==> src/rtl/kamus_pkg.sv <==
// Shared types for the Kamus load/store unit: access widths, controller states
// and the alignment rule used at request acceptance.
package kamus_pkg;

  typedef enum logic [1:0] {
    MEM_B = 2'd0,
    MEM_H = 2'd1,
    MEM_W = 2'd2,
    MEM_D = 2'd3
  } mem_width_t;

  typedef enum logic [2:0] {
    IDLE,
    REQ,
    WAIT,
    RESP,
    FAULT
  } lsu_state_t;

  // Natural alignment: the low offset bits covered by the access size must be zero.
  function automatic logic is_misaligned(input mem_width_t width, input logic [2:0] off);
    logic mis;
    mis = 1'b0;
    case (width)
      MEM_H:   mis = off[0];
      MEM_W:   mis = |off[1:0];
      MEM_D:   mis = |off[2:0];
      default: mis = 1'b0;
    endcase
    return mis;
  endfunction

endpackage

==> src/rtl/kamus_lsu_align.sv <==
// Lane logic: byte enables, store data replication and load lane extraction
// with sign/zero extension. Purely combinational.
module kamus_lsu_align
  import kamus_pkg::*;
#(
  parameter int XLEN = 32
) (
  input  mem_width_t                    width_i,
  input  logic                          unsigned_i,
  input  logic [$clog2(XLEN/8)-1:0]     off_i,
  input  logic [XLEN-1:0]               wdata_i,
  input  logic [XLEN-1:0]               rdata_i,
  output logic [XLEN/8-1:0]             be_o,
  output logic [XLEN-1:0]               wdata_o,
  output logic [XLEN-1:0]               rdata_o
);

  localparam int BE_W = XLEN / 8;

  logic [BE_W-1:0] base_mask;
  logic [XLEN-1:0] shifted;
  logic [XLEN-1:0] keep_mask;
  logic            sign_bit;

  always_comb begin
    base_mask = '1;
    wdata_o   = wdata_i;
    keep_mask = '1;
    sign_bit  = 1'b0;
    shifted   = rdata_i >> {off_i, 3'b000};
    case (width_i)
      MEM_B: begin
        base_mask = BE_W'(1);
        wdata_o   = {BE_W{wdata_i[7:0]}};
        keep_mask = XLEN'(8'hFF);
        sign_bit  = shifted[7];
      end
      MEM_H: begin
        base_mask = BE_W'(3);
        wdata_o   = {(XLEN/16){wdata_i[15:0]}};
        keep_mask = XLEN'(16'hFFFF);
        sign_bit  = shifted[15];
      end
      MEM_W: begin
        base_mask = BE_W'(4'hF);
        wdata_o   = {(XLEN/32){wdata_i[31:0]}};
        keep_mask = XLEN'(32'hFFFF_FFFF);
        sign_bit  = shifted[31];
      end
      default: begin
        base_mask = '1;
        wdata_o   = wdata_i;
        keep_mask = '1;
        sign_bit  = 1'b0;
      end
    endcase
    be_o = base_mask << off_i;
    // Bits above the access size are filled with the sign unless the load is unsigned.
    rdata_o = (shifted & keep_mask) | ({XLEN{sign_bit & ~unsigned_i}} & ~keep_mask);
  end

endmodule

==> src/rtl/kamus_lsu_ctrl.sv <==
// Load/store controller: accepts one core request at a time, checks alignment,
// drives a req/gnt memory port and returns a single-cycle response pulse.
module kamus_lsu_ctrl
  import kamus_pkg::*;
#(
  parameter int XLEN    = 32,
  parameter int TIMEOUT = 256
) (
  input  logic              clk_i,
  input  logic              rst_i,
  input  logic              req_valid_i,
  output logic              req_ready_o,
  input  logic              req_we_i,
  input  mem_width_t        req_width_i,
  input  logic              req_unsigned_i,
  input  logic [XLEN-1:0]   req_addr_i,
  input  logic [XLEN-1:0]   req_wdata_i,
  output logic              rsp_valid_o,
  output logic [XLEN-1:0]   rsp_rdata_o,
  output logic              rsp_rd_we_o,
  output logic              rsp_err_misaligned_o,
  output logic              rsp_err_bus_o,
  output logic              dmem_req_o,
  input  logic              dmem_gnt_i,
  output logic [XLEN-1:0]   dmem_addr_o,
  output logic              dmem_we_o,
  output logic [XLEN/8-1:0] dmem_be_o,
  output logic [XLEN-1:0]   dmem_wdata_o,
  input  logic              dmem_rvalid_i,
  input  logic [XLEN-1:0]   dmem_rdata_i,
  input  logic              dmem_err_i
);

  localparam int OFF_W = $clog2(XLEN/8);
  localparam int CNT_W = $clog2(TIMEOUT + 1);

  // Handshakes: a core request transfers on a cycle with req_valid_i && req_ready_o;
  // a memory request transfers on a cycle with dmem_req_o && dmem_gnt_i, and the
  // memory side holds no ready of its own for responses (dmem_rvalid_i is a pulse).

  lsu_state_t        state_q, state_d;
  logic [CNT_W-1:0]  cnt_q, cnt_d;
  logic              we_q, we_d;
  logic              uns_q, uns_d;
  mem_width_t        width_q, width_d;
  logic [XLEN-1:0]   addr_q, addr_d;
  logic [XLEN-1:0]   wdata_q, wdata_d;
  logic [XLEN-1:0]   rdata_q, rdata_d;
  logic              bus_err_q, bus_err_d;

  logic [XLEN/8-1:0] lane_be;
  logic [XLEN-1:0]   lane_wdata;
  logic [XLEN-1:0]   lane_rdata;
  logic              req_bad;

  kamus_lsu_align #(
    .XLEN (XLEN)
  ) u_align (
    .width_i    (width_q),
    .unsigned_i (uns_q),
    .off_i      (addr_q[OFF_W-1:0]),
    .wdata_i    (wdata_q),
    .rdata_i    (dmem_rdata_i),
    .be_o       (lane_be),
    .wdata_o    (lane_wdata),
    .rdata_o    (lane_rdata)
  );

  assign req_bad = is_misaligned(req_width_i, req_addr_i[2:0]) ||
                   ((XLEN == 32) && (req_width_i == MEM_D));

  always_comb begin
    state_d   = state_q;
    cnt_d     = cnt_q;
    we_d      = we_q;
    uns_d     = uns_q;
    width_d   = width_q;
    addr_d    = addr_q;
    wdata_d   = wdata_q;
    rdata_d   = rdata_q;
    bus_err_d = bus_err_q;
    case (state_q)
      IDLE: begin
        cnt_d = '0;
        if (req_valid_i) begin
          we_d      = req_we_i;
          uns_d     = req_unsigned_i;
          width_d   = req_width_i;
          addr_d    = req_addr_i;
          wdata_d   = req_wdata_i;
          rdata_d   = '0;
          bus_err_d = 1'b0;
          state_d   = req_bad ? FAULT : REQ;
        end
      end
      REQ: begin
        if (dmem_gnt_i) begin
          // Counter reads 0 in the grant cycle and counts cycles since grant.
          cnt_d   = CNT_W'(1);
          state_d = WAIT;
        end
      end
      WAIT: begin
        cnt_d = cnt_q + 1'b1;
        if (dmem_rvalid_i) begin
          bus_err_d = dmem_err_i;
          rdata_d   = (!we_q && !dmem_err_i) ? lane_rdata : '0;
          state_d   = RESP;
        end else if (cnt_q >= CNT_W'(TIMEOUT - 1)) begin
          bus_err_d = 1'b1;
          rdata_d   = '0;
          state_d   = RESP;
        end
      end
      RESP:    state_d = IDLE;
      FAULT:   state_d = IDLE;
      default: state_d = IDLE;
    endcase
  end

  always_ff @(posedge clk_i) begin
    if (rst_i) begin
      state_q   <= IDLE;
      cnt_q     <= '0;
      we_q      <= 1'b0;
      uns_q     <= 1'b0;
      width_q   <= MEM_B;
      addr_q    <= '0;
      wdata_q   <= '0;
      rdata_q   <= '0;
      bus_err_q <= 1'b0;
    end else begin
      state_q   <= state_d;
      cnt_q     <= cnt_d;
      we_q      <= we_d;
      uns_q     <= uns_d;
      width_q   <= width_d;
      addr_q    <= addr_d;
      wdata_q   <= wdata_d;
      rdata_q   <= rdata_d;
      bus_err_q <= bus_err_d;
    end
  end

  // All outputs decode registered state, so nothing combinational reaches from input to output.
  assign req_ready_o          = (state_q == IDLE);
  assign dmem_req_o           = (state_q == REQ);
  assign dmem_addr_o          = dmem_req_o ? {addr_q[XLEN-1:OFF_W], {OFF_W{1'b0}}} : '0;
  assign dmem_we_o            = dmem_req_o & we_q;
  assign dmem_be_o            = dmem_req_o ? lane_be : '0;
  assign dmem_wdata_o         = dmem_req_o ? lane_wdata : '0;
  assign rsp_valid_o          = (state_q == RESP) || (state_q == FAULT);
  assign rsp_rdata_o          = (state_q == RESP) ? rdata_q : '0;
  assign rsp_rd_we_o          = (state_q == RESP) & ~we_q & ~bus_err_q;
  assign rsp_err_misaligned_o = (state_q == FAULT);
  assign rsp_err_bus_o        = (state_q == RESP) & bus_err_q;

endmodule
==> config.mk <==
export PLATFORM = sky130hd
export DESIGN_NAME = kamus_lsu_ctrl
export DESIGN_NICKNAME = d
export VERILOG_FILES = /design/src/rtl/kamus_pkg.sv /design/src/rtl/kamus_lsu_align.sv /design/src/rtl/kamus_lsu_ctrl.sv
export SDC_FILE = /design/constraint.sdc
export NUM_CORES = 1
export LEC_CHECK = 0
export CAP_MARGIN = 20
export CELL_PAD_IN_SITES_DETAIL_PLACEMENT = 0
export CELL_PAD_IN_SITES_GLOBAL_PLACEMENT = 1
export CORE_UTILIZATION = 35
export CTS_CLUSTER_DIAMETER = 120
export DETAILED_ROUTE_END_ITERATION = 7
export PLACE_DENSITY_LB_ADDON = 0.1
export SETUP_SLACK_MARGIN = 0.3
export SLEW_MARGIN = 20
export SYNTH_ARGS = -nofsm -noshare
export SYNTH_HDL_FRONTEND = slang
export SYNTH_HIERARCHICAL = 1
export SYNTH_SLANG_ARGS = --single-unit
==> constraint.sdc <==
create_clock -name clk_i -period 2.9 [get_ports clk_i]
set_input_delay 0.58 -clock clk_i [delete_from_list [all_inputs] [get_ports clk_i]]
set_output_delay 0.58 -clock clk_i [all_outputs]
set_load 0.1 [all_outputs]
# [Word-level counts from Yosys, hierarchy flattened]
# Cells that the tools add are included.
[totals] regBits=113 inputBits=106 out_inout_bits=107
[classes] addsub=1 n_lt_le_gt_ge=1 eq_ne=12 n_shift=2 muxes=26 bitwise_logic=12 reduce_logical=15
[ops] operator="$mux 32" count=7
[ops] operator="$pmux 32 s2" count=3
[ops] operator="$and 32x32->32" count=2
[ops] operator="$not 32->32" count=1
[ops] operator="$or 32x32->32" count=1
[ops] operator="$shr 32x5->32" count=1
[ops] operator="$pmux 9 s3" count=1
[ops] operator="$mux 3" count=5
[ops] operator="$add 9x1->9 const B" count=1
[ops] operator="$ge 9x8->1 const B" count=1
[ops] operator="$mux 9" count=1
[ops] operator="$pmux 3 s3" count=1
[ops] operator="$pmux 4 s2" count=1
[ops] operator="$eq 2x2->1 const B" count=3
[ops] operator="$eq 3x2->1 const B" count=2
[ops] operator="$pmux 1 s3" count=2
[ops] operator="$reduce_and 3->1" count=2
[ops] operator="$and 1x1->1" count=5
[ops] operator="$eq 2x1->1 const B" count=2
[ops] operator="$mux 4" count=1
[ops] operator="$reduce_and 2->1" count=2
[ops] operator="$shl 4x2->4" count=1
[ops] operator="$eq 3x1->1 const B" count=1
[ops] operator="$eq 3x3->1 const B" count=1
[ops] operator="15 further kinds" count=21

# [Logic depth before layout (Yosys ltp)]
# Gate-level depths: netlist of the first run.
[depth] depth_word=8 depth_mapped=9 ltp_nobuf=8

# [Cells and area by module]
# Netlist of the first run, hierarchy kept.
[by_module_without_submodules] mod="kamus_lsu_ctrl" n_inst=1 cells_each=582 area_each_um2=4758.3
[by_module_without_submodules] mod="kamus_lsu_align" n_inst=1 cells_each=173 area_each_um2=1181.1

# [Worst setup path after synthesis of the first run]
# OpenSTA, ideal clock, no wires.
[synth_timing] path_kind="register -> output" startpoint="register state_q[2]" endpoint="output port rsp_valid_o" arrival_time_ns=3.752 t_required_ns=2.320 path_slack_ns=-1.432 stages_incl_launch_ff=5 cell_sequence="dfxtp_1 buf_2 buf_1 nor3b_1 or2_2"
[synth_via] elab_chain_cells=2 elab_cells_between_ends=3
[synth_rtl] element="start, declared" line_no="kamus_lsu_ctrl.sv:41" source="lsu_state_t state_q, state_d;"
[synth_rtl] element="start signal, assigned" line_no="kamus_lsu_ctrl.sv:133" source="state_q <= state_d;"
[synth_rtl] element="$eq 3x3->1"
[synth_rtl] element="named net rsp_err_misaligned_o" line_no="kamus_lsu_ctrl.sv:21" source="output logic rsp_err_misaligned_o,"
[synth_rtl] element="$logic_or 1x1->1" line_no="kamus_lsu_ctrl.sv:152" source="assign rsp_valid_o = (state_q == RESP) || (state_q == FAULT);"
[synth_rtl] element="end, declared" line_no="kamus_lsu_ctrl.sv:18" source="output logic rsp_valid_o,"
# The timed path passes the listed nets, and every way through them passes these cells.

# [Worst setup path in the final report of the first run]
[layout_timing] startpoint="register width_q[1]" endpoint="output port dmem_wdata_o[16]"
[layout_via] elab_chain_cells=3 elab_cells_between_ends=4
[layout_rtl] element="start, declared" line_no="kamus_lsu_ctrl.sv:45" source="mem_width_t width_q, width_d;"
[layout_rtl] element="start signal, assigned" line_no="kamus_lsu_ctrl.sv:137" source="width_q <= width_d;"
[layout_rtl] element="$eq 2x1->1 / $logic_not 2->1 (equally long branches)" line_no="kamus_lsu_align.sv:31" source="case (width_i)"
[layout_rtl] element="$pmux 32 s2 (*)" line_no="kamus_lsu_align.sv:31"
[layout_rtl] element="named net lane_wdata[16]" line_no="kamus_lsu_ctrl.sv:52" source="logic [XLEN-1:0] lane_wdata;"
[layout_rtl] element="$mux 32 (*)" line_no="kamus_lsu_ctrl.sv:151" source="assign dmem_wdata_o = dmem_req_o ? lane_wdata : '0;"
[layout_rtl] element="end, declared" line_no="kamus_lsu_ctrl.sv:28" source="output logic [XLEN-1:0] dmem_wdata_o,"
# Mark *: on every way through the listed nets, which the timed path passes. The rest lies on a longest branch.

==> results of run 1 <==
==> report_power, final <==
| part | internal, mW | leakage, nW | switching, mW |
|---|---|---|---|
| Clock | 1.49 | 0.301 | 0.726 |
| Sequential | 1.64 | 0.924 | 0.0801 |
| Combinational | 0.456 | 2.72 | 0.697 |
| Total | 3.59 | 3.95 | 1.50 |
==> worst max path at each step <==
stage,end,cells past startpoint,slack [ns]
4_1_cts,dmem_wdata_o[16],4,0.32
3_5_place_dp,rdata_q[18],6,0.45
2_1_floorplan,rsp_valid_o,4,-0.48
3_3_place_gp,state_q[2],6,0.47
6_report,dmem_wdata_o[16],4,0.47
5_1_grt,rsp_rdata_o[31],5,0.34
==> flip-flops by register name (all words and copies together), names as in the netlist <==
name	count
addr_q	32
uns_q	1
state_q	3
bus_err_q	1
we_q	1
rdata_q	32
cnt_q	9
width_q	2
wdata_q	32
==> area by class of cell <==
cell class,instances,area share
Sequential cell,113,0.232
Multi-Input combinational cell,559,0.340
Inverter,6,0.00230
Timing Repair Buffer,228,0.334
Tap cell,220,0.0281
Clock buffer,21,0.0480
Clock inverter,10,0.0161
==> worst min-delay path: cells and delay by family, from the launching register on <==
| kind | cells | cell delay (ns) |
|---|---|---|
| compound gates | 1 | 0.05 |
| simple gates | 1 | 0.05 |
| flops | 1 | 0.30 |
==> kinds of logic after synthesis <==
group                      synth area share
xor gates and xnor gates            0.00885
buffers and inverters                0.0697
DFF                                   0.381
adders and majority gates           0.00421
muxes                                0.0750
other                              0.000631
and+or+nand+nor                       0.273
AOI/OAI and AO/OA                     0.187
==> per-layer routing <==
layer | up-vias | wire, um
li1 | 2929 | -
met1 | 2738 | 7880
met2 | 203 | 8930
met3 | 34 | 1430
met4 | 0 | 459
met5 | - | 0
==> repair_timing <==
item | CTS | global route
endpoints found under the setup margin | 41 | 43
hold endpoints to repair | 0 | 0
cloned | 0 | 0
resized for setup | 2 | 5
==> cell usage in the layout, fill, tap and decap left out, drive strengths merged, types with 3 or more instances in the layout <==
cell           count
inv                6
a22o              32
a211oi            13
xnor2              6
mux2              17
a2111oi            5
nor3               7
mux2i             25
nand3              3
clkinvlp           3
and3              67
nor2              28
clkbuf            21
o21ai             31
nand2            165
dfxtp            113
a21oi             87
bufinv             4
nand2b             6
nor4               3
buf              124
clkdlybuf4s50    104
and2              33
nor2b              9
clkinv             3
==> results.md, run 1 <==
* Period utilization at 0.839
* Crit Path Max Fanout at 27
* Total Die Area at 17500 um^2
* Worst r2r src: cnt_q[0]
* Peak VDD IR at 0.000489 V
* Hold slack at 0.448 ns
* Crit path launch: width_q[1]
* Layout cells sized above 1 at 0.210
* Largest net degree at the start of global routing at 74
* Placed Area at 9150 um^2
* Final number of max-transition violations at 0
* Final core utilization at 0.590
* Fin cells at 1157
* Least-Margin Pin Slew at 0.802 ns
* Clk sinks at 113
* # Post-CTS Setup Buffers at 0
* Initial antenna violation count at 0
* Vias in the first global route at 5739
* EDFF count, synth at 0
* Power Density at 521 nW/um^2
* DRC Markers at 0
* Final worst clock skew at 0.0109 ns
* Clock Root Buffer: clkbuf_16
* Htree depth at 4
* Min Tclk post-route at 2.43 ns
* DRT Wirelength at 18700 um
* GRT Overall Usage at 0.218
* Critical Path RT at 2.32 ns
* CP Capture Type: output port
* Static leakage at 3.95 nW
* Inst Count DP at 1126
* Synth area leaders: dfxtp_1 (38%), nand2_1 (10%), a21oi_1 (7.2%), and3_1 (7.1%), a22o_1 (4.7%)
* Die Y at 132 um
* Clk slew on worst S/H paths at 0.05 ns
* Hold Crit Endpoint: addr_q[4]
* Hold Path Origin: addr_q[4]
* Critical path class: reg -> out
* WP data arrival at 1.85 ns
* Synth cell types at 46
* Vias/cell at 5.10
* Unrepaired setup endpoints after global routing: no
* Initial Utilization at 0.358
* Wirelength per Cell at 16.2 um
* Total grt overflow at 0
* GRT Max-Usage Layer: met2
* Rel. slew slack at 0.465
* Critical Path, Cell by Cell: buf_6 > mux2_2 > and3_1 > buf_12
* Sequential Area at 2270 um^2
* DP HPWL at 12900 um
* Top-Level Pins at 213
* Finished Cell Area at 9790 um^2
* Critical path startpoint category: flip-flop
* Max Buffers Root-to-Sink at 2
* Yosys top cell by area: dfxtp_1
* Yosys warns at 6
* First-pass GRT wire length at 30300 um
* Area growth from synthesis to layout at 64.9%
* CP max stage cell: dfxtp_2
* Final hold violations at 0
* FF+latch count, synth at 113
* Post-route ant nets at 0
* FP Rows at 47
* Post-synth ARST share at 0
* CTS buffer count at 17
* Peak Freq at 411 MHz
* Mapped Area at 5940 um^2
* Final WS setup at 0.467 ns
* GP Congestion at 0.812
* Most frequent cell after synthesis: nand2_1
* Worst skew pair latency at 0.41 ns
* R2R Path End: rdata_q[12]
* Nets@finish at 1033
* Antenna Diode Count at 0
* DRT iter0 DRCs at 405
* Die X at 132 um
* Via count at 5904
* Place WS at 0.450 ns
* TNS Setup at 0 ns
* DR pass1 iterations at 4
* Core Area at 16600 um^2
* Number of port buffers at 210
* Worst reg2reg path depth at 9
* Prevailing post-synth register cell: dfxtp_1
* Final setup fails at 0
* CTS tree: done
* Critical path's largest stage delay at 0.43 ns
* Status: completed
* Most frequent cells after synthesis: nand2_1 (165), dfxtp_1 (113), a21oi_1 (86)
* CP bufs+invs at 2
* Seq/Total Area, Yosys at 0.381
* Fillers at 1464
* Hold/Removal Path Class: reg -> reg
* Post-Synthesis Cells at 755
* Avg Cell Area, Syn at 7.87 um^2
* Met3 usage at 0.0811
* CP top delay family: buffers and inverters
* Met1 Resource Use GR at 0.267
* Area taken by multi-input logic gates at 3320 um^2
* Min-Delay Path Depth at 2
* Tot Pwr at 5.10 mW
* Hold buffers post-CTS at 0
* Post-synth top area share at 0.381
* Number of max-cap violations at 0
* Reg-to-reg slack, setup at 0.80 ns
* Met2 Track Usage GR at 0.348
Note: power is estimated with default switching activity, not from simulation.
==> run 2: changes to the inputs <==
--- a/config.mk
+++ b/config.mk
@@ -8,7 +8,7 @@
 export CAP_MARGIN = 20
 export CELL_PAD_IN_SITES_DETAIL_PLACEMENT = 0
 export CELL_PAD_IN_SITES_GLOBAL_PLACEMENT = 1
-export CORE_UTILIZATION = 35
+export CORE_UTILIZATION = 32
 export CTS_CLUSTER_DIAMETER = 120
 export DETAILED_ROUTE_END_ITERATION = 7
 export PLACE_DENSITY_LB_ADDON = 0.1
==> constraint.sdc (replaced) <==
create_clock -name clk_i -period 2.25 [get_ports clk_i]
set_input_delay 0.45 -clock clk_i [delete_from_list [all_inputs] [get_ports clk_i]]
set_output_delay 0.45 -clock clk_i [all_outputs]
set_load 0.1 [all_outputs]
==> run 2 against run 1 <==
  * The run now ends with design-rule violations left
  * Global-route usage decreased by 0.15 points
  * Design area is 11% higher
  * Via count is 5.3% higher
  * Clock skew down 0.0017 ns
  * Core utilization grew 1.3 points
  * Final cell count rose by 3.9%
  * Die area up 9.2%
  * Routed wire length up 12%
  * Sequential power up 28%
  * Worst setup slack worse by 0.41 ns
  * Combinational power increased by 64%
  * Clock power rose by 28%
  * Largest cell class is now buffers
  * Largest power group unchanged
==> results.md, run 2 (synthesis results as in run 1) <==
* Crit path launch: width_q[1]
* Least-Margin Pin Slew at 0.542 ns
* Top-Level Pins at 213
* CTS tree: done
* CP top delay family: buffers and inverters
* Critical path class: reg -> out
* Most frequent cells in the layout: nand2_1 (164), buf_12 (122), dfxtp_1 (104), clkdlybuf4s50_1 (104), a21oi_1 (86)
* Final hold violations at 0
* Tot Pwr at 6.94 mW
* Unrepaired setup endpoints after global routing: yes
* Hold Path Origin: rst_i
* DR pass1 iterations at 8
* FP Rows at 49
* Number of port buffers at 210
* Peak VDD IR at 0.000610 V
* Min Tclk post-route at 2.19 ns
* Final number of max-transition violations at 0
* Max Buffers Root-to-Sink at 2
* Initial Utilization at 0.328
* Via count at 6216
* Peak Freq at 456 MHz
* Total Die Area at 19100 um^2
* Hold slack at 0.433 ns
* Critical path's largest stage delay at 0.36 ns
* CP Capture Type: output port
* CP dominant cell by count: buf_12
* Rel. slew slack at 0.629
* Period utilization at 0.975
* Wirelength per Cell at 17.4 um
* Largest net degree at the start of global routing at 69
* Status: finished, violations left
* DP HPWL at 13300 um
* Finished Cell Area at 10900 um^2
* CTS buffer count at 17
* Total grt overflow at 0
* Post-route ant nets at 0
* Area growth from synthesis to layout at 83.7%
* Clock Root Buffer: clkbuf_16
* Crit Path Max Fanout at 15
* DRT iter0 DRCs at 362
* Clk slew on worst S/H paths at 0.06 ns
* Fillers at 1532
* CP max stage cell: dfxtp_4
* First-pass GRT wire length at 32800 um
* CP bufs+invs at 3
* Antenna Diode Count at 0
* Final setup fails at 0
* Initial antenna violation count at 0
* Fin cells at 1202
* DRT Wirelength at 20900 um
* Htree depth at 4
* Die X at 138 um
* Nets@finish at 1068
* Core Area at 18100 um^2
* Final core utilization at 0.603
* Vias/cell at 5.17
* Failing checks: design-rule violations
* Die Y at 138 um
* WP data arrival at 1.74 ns
* Layout cells sized above 1 at 0.359
* Number of max-cap violations at 0
* Hold/Removal Path Class: in -> reg
* Hold buffers post-CTS at 0
* Critical Path, Cell by Cell: buf_4 > buf_12 > mux2_2 > and3_4 > buf_12
* DRC Markers at 24
* Critical path startpoint category: flip-flop
* Final worst clock skew at 0.00915 ns
* GP Congestion at 0.869
* GRT Overall Usage at 0.217
* Top Registers: addr_q (32), rdata_q (32), wdata_q (32)
* Critical Path RT at 1.80 ns
* Vias in the first global route at 6179
* Inst Count DP at 1138
* Clk sinks at 113
* Worst skew pair latency at 0.41 ns
* Worst r2r src: state_q[1]
* Power Density at 636 nW/um^2
* Commonest non-fill, non-tap cell in the layout: nand2_1
* Placed Area at 9620 um^2
* Static leakage at 4.30 nW
[run 2: path summary, 6_finish.rpt]
check / cells after the start / slack [ns] / endpoint
worst max register to register: 6 / 0.30 / wdata_q[28]
worst max-delay path: 5 / 0.06 / dmem_wdata_o[22]
worst min-delay path: 2 / 0.43 / cnt_q[0]
worst min register to register: 2 / 0.45 / addr_q[26]
[run 2: timing repair]
action | CTS | global route
buffers inserted | 18 | 5
gates resized for setup | 40 | 30
gates cloned | 7 | 2
endpoints found under the setup margin | 136 | 180
pin swaps | 11 | 20
[run 2: area by class of cell]
| class | instances | area [um^2] | share of cell area |
|---|---|---|---|
| clock inverters | 10 | 158 | 0.0144 |
| flip-flops and latches | 113 | 2290 | 0.210 |
| multi-input cells | 559 | 3730 | 0.342 |
| repair buffers | 263 | 3960 | 0.363 |
| clock buffers | 22 | 464 | 0.0425 |
| well taps | 229 | 287 | 0.0263 |
| inverters | 6 | 22.5 | 0.00206 |
[run 2: where the power goes]
group | switching (mW) | internal [mW] | total [mW]
logic | 1.02 | 0.862 | 1.89
registers | 0.0966 | 2.12 | 2.21
clock network | 0.936 | 1.90 | 2.84
total | 2.06 | 4.88 | 6.94
[run 2: stage by stage]
stage                     TNS [ns]  setup WS (ns)
after floorplan             -0.136         -0.136
after global placement           0         0.0759
after detailed placement         0         0.0704
after CTS                        0         0.0315
after global routing      -0.00170       -0.00105
final                            0         0.0570
[run 2: per-layer routing]
layer  vias up  track usage  routed length (um)
met1      2993        0.264                8730
met3        24       0.0662                1580
li1       3004            -                   -
met4         0       0.0680                 304
met5         -            0                   0
met2       195        0.365               10300
==> run 3: changes to the inputs <==
--- a/config.mk
+++ b/config.mk
@@ -12,6 +12,7 @@
 export CTS_CLUSTER_DIAMETER = 120
 export DETAILED_ROUTE_END_ITERATION = 7
 export PLACE_DENSITY_LB_ADDON = 0.1
+export REMOVE_ABC_BUFFERS = 1
 export SETUP_SLACK_MARGIN = 0.3
 export SLEW_MARGIN = 20
 export SYNTH_ARGS = -nofsm -noshare
==> run 3 against run 2 <==
  * The run still ends with design-rule violations left
  * Register-to-register slack got worse by 0.02 ns
  * Combinational power is 3% higher
  * Clock-buffer cell count fell by 2
  * Sequential power is essentially flat
  * Critical path depth rose by 3
  * Sequential share of layout area down 0.63 points
  * Power barely moved
  * Flip-flop and latch count unchanged
==> results.md, run 3 (synthesis results as in run 1) <==
* Largest net degree at the start of global routing at 69
* Top-Level Pins at 213
* CP Capture Type: output port
* Max Buffers Root-to-Sink at 2
* Vias/cell at 5.12
* Final setup fails at 0
* FP Rows at 49
* Initial antenna violation count at 0
* Critical Path RT at 1.80 ns
* DRT iter0 DRCs at 396
* Static leakage at 4.36 nW
* CTS buffer count at 17
* Clock share of power at 0.402
* Power Density at 620 nW/um^2
* Crit Path Max Fanout at 8
* Die X at 138 um
* Critical path startpoint category: flip-flop
* Total grt overflow at 0
* Tot Pwr at 6.94 mW
* First-pass GRT wire length at 32500 um
* Sw frac at 0.308
* Clk sinks at 113
* Initial Utilization at 0.328
* CP max stage cell: dfxtp_2
* GP Congestion at 0.811
* CTS tree: done
* Number of port buffers at 210
* Clock Root Buffer: clkbuf_16
* Final number of max-transition violations at 0
* Via count at 6246
* Number of max-cap violations at 0
* Internal power at 4.80 mW
* Critical Path, Cell by Cell: buf_4 > buf_6 > nand2_4 > nor2_4 > buf_12 > buf_8 > or2_4 > buf_12
* Layout cells sized above 1 at 0.354
* Die Y at 138 um
* TNS Setup at 0 ns
* GRT Overall Usage at 0.217
* CP dominant cell by count: buf_12
* Total Die Area at 19100 um^2
* Period utilization at 0.975
* Top Registers: addr_q (32), rdata_q (32), wdata_q (32)
* Core Area at 18100 um^2
* Failing checks: design-rule violations
* Peak Freq at 456 MHz
* Hold slack at 0.434 ns
* Post-route ant nets at 0
* Worst skew pair latency at 0.41 ns
* Hold buffers post-CTS at 0
* Min Tclk post-route at 2.19 ns
* Wirelength per Cell at 18.4 um
* Clk slew on worst S/H paths at 0.06 ns
* Critical path's largest stage delay at 0.32 ns
* Sw power at 2.14 mW
* DR pass1 iterations at 7
* Peak VDD IR at 0.000560 V
* Status: finished, violations left
* Nets@finish at 1087
* Vias in the first global route at 6042
* WP data arrival at 1.74 ns
* Critical path class: reg -> out
* DRT Wirelength at 22400 um
* Final worst clock skew at 0.00835 ns
* Final hold violations at 0
* Most frequent cells in the layout: nand2_1 (164), buf_12 (119), dfxtp_1 (107), clkdlybuf4s50_1 (104), a21oi_1 (86)
* Unrepaired setup endpoints after global routing: yes
* Htree depth at 4
* Combinational power share at 0.280
* Rel. slew slack at 0.611
* Antenna Diode Count at 0
* Area growth from synthesis to layout at 88.5%
* Least-Margin Pin Slew at 0.583 ns
* Hold/Removal Path Class: in -> reg
* Seq pwr share at 0.318
* Commonest non-fill, non-tap cell in the layout: nand2_1
* DP HPWL at 12900 um
* DRC Markers at 24
## run 3: cell count changes in the layout (fill, tap and decap cells not counted), moves of 6 or more
cell / previous run / this run
and3_1: 0 / 9
and3_2: 37 / 0
mux2_2: 6 / 12
clkbuf_16: 19 / 26
mux2_4: 11 / 5
buf_6: 4 / 12
buf_4: 21 / 27
and3_4: 30 / 58
## run 3: cell type report
cell class / instances / area (um^2)
flip-flops and latches: 113 / 2280
multi-input cells: 559 / 3770
fillers: 1465 / 6890
repair buffers: 282 / 4230
inverters: 6 / 27.5
clock inverters: 12 / 158
clock buffers: 20 / 457
well taps: 229 / 287
## run 3: worst paths after layout
| path | startpoint | endpoint | slack (ns) | cells after the start |
|---|---|---|---|---|
| worst max-delay path | state_q[1] | rsp_valid_o | 0.06 | 8 |
| worst min-delay path | rst_i | cnt_q[0] | 0.43 | 2 |
| worst max register to register | state_q[1] | cnt_q[6] | 0.28 | 8 |
| worst min register to register | wdata_q[18] | wdata_q[18] | 0.45 | 2 |
## run 3: critical path, delay by kind of cell, from the launching register on
family,cells,cell delay [ns]
buffers and inverters,5,0.67
DFF,1,0.32
and+or+nand+nor,3,0.34
## run 3: through the flow
stage / area (um^2) / instances / worst slack [ns] / utilization
final: 11200 / 1221 / 0.0554 / 0.619
after detailed placement: 9340 / 1145 / 0.0865 / 0.516
after floorplan: 5550 / 678 / -3.43 / -
after global placement: 9340 / 1145 / 0.0874 / 0.516
after global routing: 11200 / 1221 / -0.00466 / 0.619
after CTS: 10500 / 1199 / 0.0562 / 0.582
## run 3: metal layers
layer	vias to the layer above	part of all wire	global-route usage	routed length (um)
met4	0	0.0073	0.0556	163
li1	3041	-	-	-
met3	14	0.086	0.0883	1940
met5	-	0	0	0
met1	2973	0.41	0.260	9300
met2	218	0.49	0.361	11000
## run 3: repair_timing
action | 4_1_cts | 5_1_grt
buffers inserted | 16 | 11
pin swaps | 8 | 16
resized for setup | 66 | 88
endpoints found under the setup margin | 137 | 138
gates cloned | 6 | 11
## run 3: power by group through the flow
stage	clock, mW	sequential (mW)	combinational (mW)
after floorplan	0	2.27	0.823
after global placement	0	2.23	1.59
after global routing	2.94	2.22	2.07
after detailed placement	0	2.23	1.60
after CTS	2.84	2.21	1.81
final	2.79	2.21	1.94
